==> src/rtl/vga_scanout.sv <==
// vga_scanout: VGA timing generator with framebuffer prefetch.
// Produces H/V sync from a divided pixel tick, keeps a small pixel FIFO
// topped up through a request/response read port, and drives RGB from the
// FIFO head during the active area. The FIFO is flushed and the fetch
// address rewound once per frame, on the last line, so every frame starts
// reading from pixel 0. Reads still in flight at that point are dropped
// when they return.
module vga_scanout #(
  parameter int H_ACTIVE   = 640,
  parameter int H_FP       = 16,
  parameter int H_SYNC     = 96,
  parameter int H_BP       = 48,
  parameter int V_ACTIVE   = 480,
  parameter int V_FP       = 10,
  parameter int V_SYNC     = 2,
  parameter int V_BP       = 33,
  parameter int PIX_DIV    = 4,
  parameter int FIFO_DEPTH = 16,
  parameter int ADDR_W     = 19
) (
  input  logic              clk,
  input  logic              reset,
  output logic              oFbReqValid,
  output logic [ADDR_W-1:0] oFbReqAddr,
  input  logic              iFbReqReady,
  input  logic              iFbRspValid,
  input  logic [11:0]       iFbRspData,
  output logic [3:0]        oRed,
  output logic [3:0]        oGreen,
  output logic [3:0]        oBlue,
  output logic              oHs,
  output logic              oVs,
  output logic              oFrameStart,
  output logic              oUnderflow
);

  localparam int H_TOTAL   = H_ACTIVE + H_FP + H_SYNC + H_BP;
  localparam int V_TOTAL   = V_ACTIVE + V_FP + V_SYNC + V_BP;
  localparam int PIX_TOTAL = H_ACTIVE * V_ACTIVE;
  localparam int HW        = $clog2(H_TOTAL);
  localparam int VW        = $clog2(V_TOTAL);
  localparam int DW        = (PIX_DIV > 1) ? $clog2(PIX_DIV) : 1;
  localparam int PW        = $clog2(FIFO_DEPTH);
  // FIFO occupancy and outstanding reads both range 0..FIFO_DEPTH
  localparam int CW        = PW + 1;
  // stale reads can span one frame's worth of outstanding plus leftovers
  localparam int XW        = CW + 1;

  localparam logic [DW-1:0]     DIV_LAST = DW'(PIX_DIV - 1);
  localparam logic [HW-1:0]     H_LAST   = HW'(H_TOTAL - 1);
  localparam logic [HW-1:0]     H_ACT    = HW'(H_ACTIVE);
  localparam logic [HW-1:0]     HS_BEG   = HW'(H_ACTIVE + H_FP);
  localparam logic [HW-1:0]     HS_END   = HW'(H_ACTIVE + H_FP + H_SYNC);
  localparam logic [VW-1:0]     V_LAST   = VW'(V_TOTAL - 1);
  localparam logic [VW-1:0]     V_ACT    = VW'(V_ACTIVE);
  localparam logic [VW-1:0]     VS_BEG   = VW'(V_ACTIVE + V_FP);
  localparam logic [VW-1:0]     VS_END   = VW'(V_ACTIVE + V_FP + V_SYNC);
  localparam logic [ADDR_W-1:0] PIX_LIM  = ADDR_W'(PIX_TOTAL);
  localparam logic [CW:0]       DEPTH_L  = (CW+1)'(FIFO_DEPTH);

  // timing state
  logic [DW-1:0]     r_divcnt;
  logic [HW-1:0]     r_hcnt;
  logic [VW-1:0]     r_vcnt;

  // fetch state
  logic [ADDR_W-1:0] r_addr;
  logic [CW-1:0]     r_outst;
  logic [XW-1:0]     r_discard;

  // pixel FIFO
  logic [11:0]       r_fifo [FIFO_DEPTH];
  logic [PW-1:0]     r_wptr;
  logic [PW-1:0]     r_rptr;
  logic [CW-1:0]     r_count;

  // registered outputs
  logic [11:0]       r_rgb;
  logic              r_hs;
  logic              r_vs;
  logic              r_fs;
  logic              r_uf;

  logic              w_tick;
  logic              w_active;
  logic              w_hs_n;
  logic              w_vs_n;
  logic              w_resync;
  logic              w_empty;
  logic              w_pop;
  logic              w_req_valid;
  logic              w_accept;
  logic              w_rsp_drop;
  logic              w_rsp_keep;
  logic              w_push;
  logic [CW:0]       w_inflight;
  logic [XW-1:0]     w_stale_total;

  assign w_tick     = (r_divcnt == DIV_LAST);
  assign w_active   = (r_hcnt < H_ACT) && (r_vcnt < V_ACT);
  assign w_hs_n     = !((r_hcnt >= HS_BEG) && (r_hcnt < HS_END));
  assign w_vs_n     = !((r_vcnt >= VS_BEG) && (r_vcnt < VS_END));
  // Resync lands on the first pixel of the last (blank) line, leaving a
  // whole line of time to refill the FIFO before pixel (0,0).
  assign w_resync   = w_tick && (r_vcnt == V_LAST) && (r_hcnt == '0);
  assign w_empty    = (r_count == '0);
  assign w_pop      = w_tick && w_active && !w_empty;

  // Requests are throttled so that every outstanding read already owns a
  // FIFO slot; responses can therefore never overflow the FIFO. The request
  // is dropped on the resync cycle so nothing is accepted as the address
  // rewinds. Once raised it only falls on acceptance: a pop can only shrink
  // the occupancy sum, and a push trades an outstanding read for an entry.
  assign w_inflight  = {1'b0, r_count} + {1'b0, r_outst};
  assign w_req_valid = !reset && (r_addr < PIX_LIM) && (w_inflight < DEPTH_L) && !w_resync;
  assign w_accept    = w_req_valid && iFbReqReady;

  // Responses are in order, so the oldest r_discard of them are the stale ones.
  assign w_rsp_drop  = iFbRspValid && (r_discard != '0);
  assign w_rsp_keep  = iFbRspValid && (r_discard == '0);
  assign w_push      = w_rsp_keep && !w_resync;

  // Everything still in flight at resync belongs to the old frame; the
  // response landing on that very cycle is discarded too.
  assign w_stale_total = r_discard + XW'(r_outst);

  assign oFbReqValid = w_req_valid;
  assign oFbReqAddr  = r_addr;
  assign oRed        = r_rgb[11:8];
  assign oGreen      = r_rgb[7:4];
  assign oBlue       = r_rgb[3:0];
  assign oHs         = r_hs;
  assign oVs         = r_vs;
  assign oFrameStart = r_fs;
  assign oUnderflow  = r_uf;

  // pixel divider and raster counters
  always_ff @(posedge clk) begin
    if (reset) begin
      r_divcnt <= '0;
      r_hcnt   <= '0;
      r_vcnt   <= '0;
    end else if (w_tick) begin
      r_divcnt <= '0;
      if (r_hcnt == H_LAST) begin
        r_hcnt <= '0;
        r_vcnt <= (r_vcnt == V_LAST) ? '0 : r_vcnt + 1'b1;
      end else begin
        r_hcnt <= r_hcnt + 1'b1;
      end
    end else begin
      r_divcnt <= r_divcnt + 1'b1;
    end
  end

  // fetch address, outstanding reads and stale-read bookkeeping
  always_ff @(posedge clk) begin
    if (reset) begin
      r_addr    <= '0;
      r_outst   <= '0;
      r_discard <= '0;
    end else if (w_resync) begin
      r_addr    <= '0;
      r_outst   <= '0;
      r_discard <= w_stale_total - XW'(iFbRspValid && (w_stale_total != '0));
    end else begin
      if (w_accept)
        r_addr <= r_addr + 1'b1;
      r_outst <= r_outst + CW'(w_accept) - CW'(w_rsp_keep);
      if (w_rsp_drop)
        r_discard <= r_discard - 1'b1;
    end
  end

  // FIFO storage; entries need no reset since occupancy gates every read
  always_ff @(posedge clk) begin
    if (w_push)
      r_fifo[r_wptr] <= iFbRspData;
  end

  // FIFO pointers and occupancy; resync empties it in one cycle
  always_ff @(posedge clk) begin
    if (reset || w_resync) begin
      r_wptr  <= '0;
      r_rptr  <= '0;
      r_count <= '0;
    end else begin
      if (w_push)
        r_wptr <= r_wptr + 1'b1;
      if (w_pop)
        r_rptr <= r_rptr + 1'b1;
      r_count <= r_count + CW'(w_push) - CW'(w_pop);
    end
  end

  // output registers: load on the pixel tick, hold until the next one
  always_ff @(posedge clk) begin
    if (reset) begin
      r_rgb <= '0;
      r_hs  <= 1'b1;
      r_vs  <= 1'b1;
      r_fs  <= 1'b0;
      r_uf  <= 1'b0;
    end else begin
      r_fs <= 1'b0;
      if (w_tick) begin
        r_hs  <= w_hs_n;
        r_vs  <= w_vs_n;
        r_fs  <= (r_hcnt == '0) && (r_vcnt == '0);
        r_rgb <= w_pop ? r_fifo[r_rptr] : 12'h000;
        // an empty FIFO on a visible pixel is latched until reset
        if (w_active && w_empty)
          r_uf <= 1'b1;
      end
    end
  end

endmodule
==> config.mk <==
export PLATFORM = sky130hd
export DESIGN_NAME = vga_scanout
export DESIGN_NICKNAME = d
export VERILOG_FILES = /design/src/rtl/vga_scanout.sv
export SDC_FILE = /design/constraint.sdc
export NUM_CORES = 1
export LEC_CHECK = 0
export BUFFER_PORTS_ARGS = -buffer_cell sky130_fd_sc_hd__buf_4
export CORE_ASPECT_RATIO = 0.5
export CORE_MARGIN = 4
export CORE_UTILIZATION = 64
export CTS_CLUSTER_SIZE = 25
export DETAILED_ROUTE_END_ITERATION = 12
export PLACE_DENSITY = 0.92
export SLEW_MARGIN = 30
export SYNTH_ARGS = -nofsm -noshare
export SYNTH_HDL_FRONTEND = slang
export SYNTH_SLANG_ARGS = --single-unit
==> constraint.sdc <==
create_clock -name clk -period 8.25 [get_ports clk]
set_input_delay 1.2375 -clock clk [delete_from_list [all_inputs] [get_ports clk]]
set_output_delay 1.2375 -clock clk [all_outputs]
set_load 0.05 [all_outputs]
==> flow_summary.yaml <==
run_status:
  status: "finished, final reports clean"
critical_path:
  crit_buf_inv: 4
  arrival_ns: 4.41
  critPathCaptureType: "register"
  crit_type: "reg -> reg"
  crit_chain: "ha_1 -> and4b_1 -> and2_1 -> nor2b_1 -> inv_1 -> ha_1 -> inv_1 -> ha_1 -> inv_1 -> fa_1 -> inv_1 -> a21oi_1 -> nor2_1 -> or3_1 -> a21oi_1"
  cp_max_fo: 16
  cp_top_family: "simple AND/OR/NAND/NOR gates"
  worstPathRequired_ns: 8.70
  cpMostUsedCell: "inv_1"
  slowest_stage: "nor2b_1"
  slowest_delay_ns: 0.64
  startpoint_type: "register"
floorplan:
  die_area_mm2: 0.0207
  die_x_um: 200
  io_pins: 52
  start_util: 0.665
  die_height_um: 104
  coreArea_mm2: 0.0177
  rows: 34
timing:
  setup_ws_ns: 4.30
  period_minus_slack_ns: 3.95
  totalNegativeSetupSlack_ns: 0
  final_hold_viol_count: 0
  period_share: 0.479
  rsz0062_at_grt: "false"
  drv_slew: 0
  slew_headroom: 0.353
  fin_skew_ns: 0.0151
  worst_slew_pin_slew_ns: 0.970
  fmax_ghz: 0.253
  setup_viol: 0
placed_design:
  hpwl_um: 15200
  dp_slack_ns: 3.94
  portBuffers: 51
  place.gp.congestion: 0.859
clocking:
  numCtsBuffers: 23
  clkLatencyLatePin_ns: 0.52
  cts_tree: "yes"
  clkTransAtPathRegs_ns: 0.07
  post_cts_buffers: 0
  cts_hold_buf: 0
  htree_levels: 1
  cts_resized: 0
  clkSinkCount: 277
  clk_path_buf_depth: 3
  cts_root_buf: "clkbuf_16"
grt:
  antenna_found_initial: 0
  grt_pass1_vias: 7113
  grt_max_degree: 49
  grt_overflow_total: 0
  grtUsageTotal: 0.258
  grt_pass1_wl_um: 41200
route:
  post-route-drc-count: 0
  vias: 7223
  wl_um: 26700
  drt_pass1_iterations: 5
  wl_per_cell_um: 24.2
  ant_nets: 0
  drt_iter0_drc: 921
  viasPerCell: 6.55
job:
  maxCapViolCount: 0
yosys:
  ys_warn_count: 0
  seq_area_frac_synth: 0.635
  synth_area_mm2: 0.0118
  synth_seq_cells: 277
  ys_types: 52
  synth_cells: 801
  async_reset_ff_frac: 0
  synth_edf_count: 192
  synth.avg_cell_area_um2: 14.7
  syn-num-nets: 854
  yosys_most_used_dff: "edfxtp_1"
worst_hold_path:
  hold_class: "reg -> reg"
final_layout:
  drive_above_1_share: 0.204
  fin_util: 0.744
  antennaDiodeCount: 0
  finalNetCount: 904
  fillers: 1024
  syn2layout_area_growth_pct: 11.9
pwr:
  power_density_mw_per_mm2: 268
  p_leak_nw: 4.55
  ir_drop_mv: 0.137
-- layout make-up --
class | instances | area [µm²] | share of cell area
repair buffers | 61 | 470 | 0.0357
flip-flops and latches | 277 | 7470 | 0.568
clock inverters | 14 | 130 | 0.00989
inverters | 41 | 154 | 0.0117
multi-input cells | 447 | 4030 | 0.306
clock buffers | 28 | 614 | 0.0467
well taps | 234 | 293 | 0.0222
-- layout by cell type (no fill, tap or decap), types with 10 or more instances in the layout --
cell type	instances
nand2_1	32
nand4_1	21
inv_1	41
buf_4	60
a21oi_1	28
edfxtp_1	192
xor2_1	24
xnor2_1	15
ha_1	34
mux4_2	60
or3_1	20
and3_1	10
clkbuf_16	23
dfxtp_1	82
o21ai_0	30
nor2_1	56
-- report_power, final --
group / total [mW] / switching [mW] / internal, mW
clock: 1.10 / 0.501 / 0.599
sequential: 1.65 / 0.0813 / 1.57
combinational: 0.775 / 0.442 / 0.333
total: 3.53 / 1.02 / 2.50
-- metal layers --
metal  track usage  vias up  share of wire
li1              -     3164              -
met3        0.0502       45          0.090
met2         0.422      398           0.50
met1         0.364     3616           0.39
met5             0        -              0
met4        0.0620        0          0.021
-- Yosys cell counts, types with 6 or more instances --
master	instances	share of area
a21o_1	7	0.0045
a21oi_1	28	0.012
and3_1	10	0.0053
and4_1	9	0.0067
and4b_1	9	0.0077
clkbuf_1	27	0.0086
dfxtp_1	85	0.14
edfxtp_1	192	0.49
ha_1	34	0.036
inv_1	41	0.013
mux4_2	60	0.11
nand2_1	32	0.010
nand2b_1	7	0.0037
nand3_1	9	0.0038
nand4_1	21	0.011
nor2_1	56	0.018
nor3_1	7	0.0030
nor4_1	6	0.0032
nor4b_1	6	0.0045
o21ai_0	30	0.013
or3_1	20	0.011
xnor2_1	15	0.011
xor2_1	24	0.018
-- flip-flops by register name, summed over array words and instances (netlist names), named ones only --
signal / flops
r_vcnt: 10
oUnderflow: 1
r_hcnt: 10
r_fifo: 192
r_rgb: 12
r_rptr: 4
r_discard: 6
oFrameStart: 1
oFbReqAddr: 19
oVs: 1
oHs: 1
r_divcnt: 2
r_count: 5
r_wptr: 4
r_outst: 5
-- tightest hold or removal path: cells and delay by family (launching register included) --
| family | cells | cell delay, ns |
|---|---|---|
| flops | 1 | 0.33 |
| simple gates | 1 | 0.05 |
| compound gates | 1 | 0.05 |
-- logic make-up (layout without fill, tap and decap cells) --
family                     Yosys count  after routing  share of synthesized area
buffers and inverters               77            144                     0.0251
DFF                                277            277                      0.635
adders and majority gates           37             37                     0.0413
xor gates and xnor gates            40             40                     0.0310
muxes                               66             66                      0.120
and+or+nand+nor                    215            215                      0.102
AOI/OAI and AO/OA                   89             89                     0.0454
-- stage by stage --
| stage | std cells | hold WS, ns | total power, mW | area (µm²) |
|---|---|---|---|---|
| finish | 1102 | 0.459 | 3.53 | 13200 |
| CTS | 1101 | 0.462 | 3.52 | 13100 |
| global placement | 1059 | 0.407 | 2.38 | 12400 |
| floorplan | 801 | 0.398 | 2.23 | 11800 |
| global route | 1102 | 0.468 | 3.71 | 13200 |
| detailed placement | 1059 | 0.419 | 2.44 | 12400 |
-- path summary, 6_finish.rpt --
path,startpoint,end,slack (ns),cells past startpoint
max,r_divcnt[0],r_count[4],4.30,15
min,r_rgb[7],r_rgb[7],0.46,2
max reg2reg,r_divcnt[0],r_count[4],4.30,15
min reg2reg,r_rgb[7],r_rgb[7],0.46,2
Note: power is estimated with default switching activity, not from simulation.
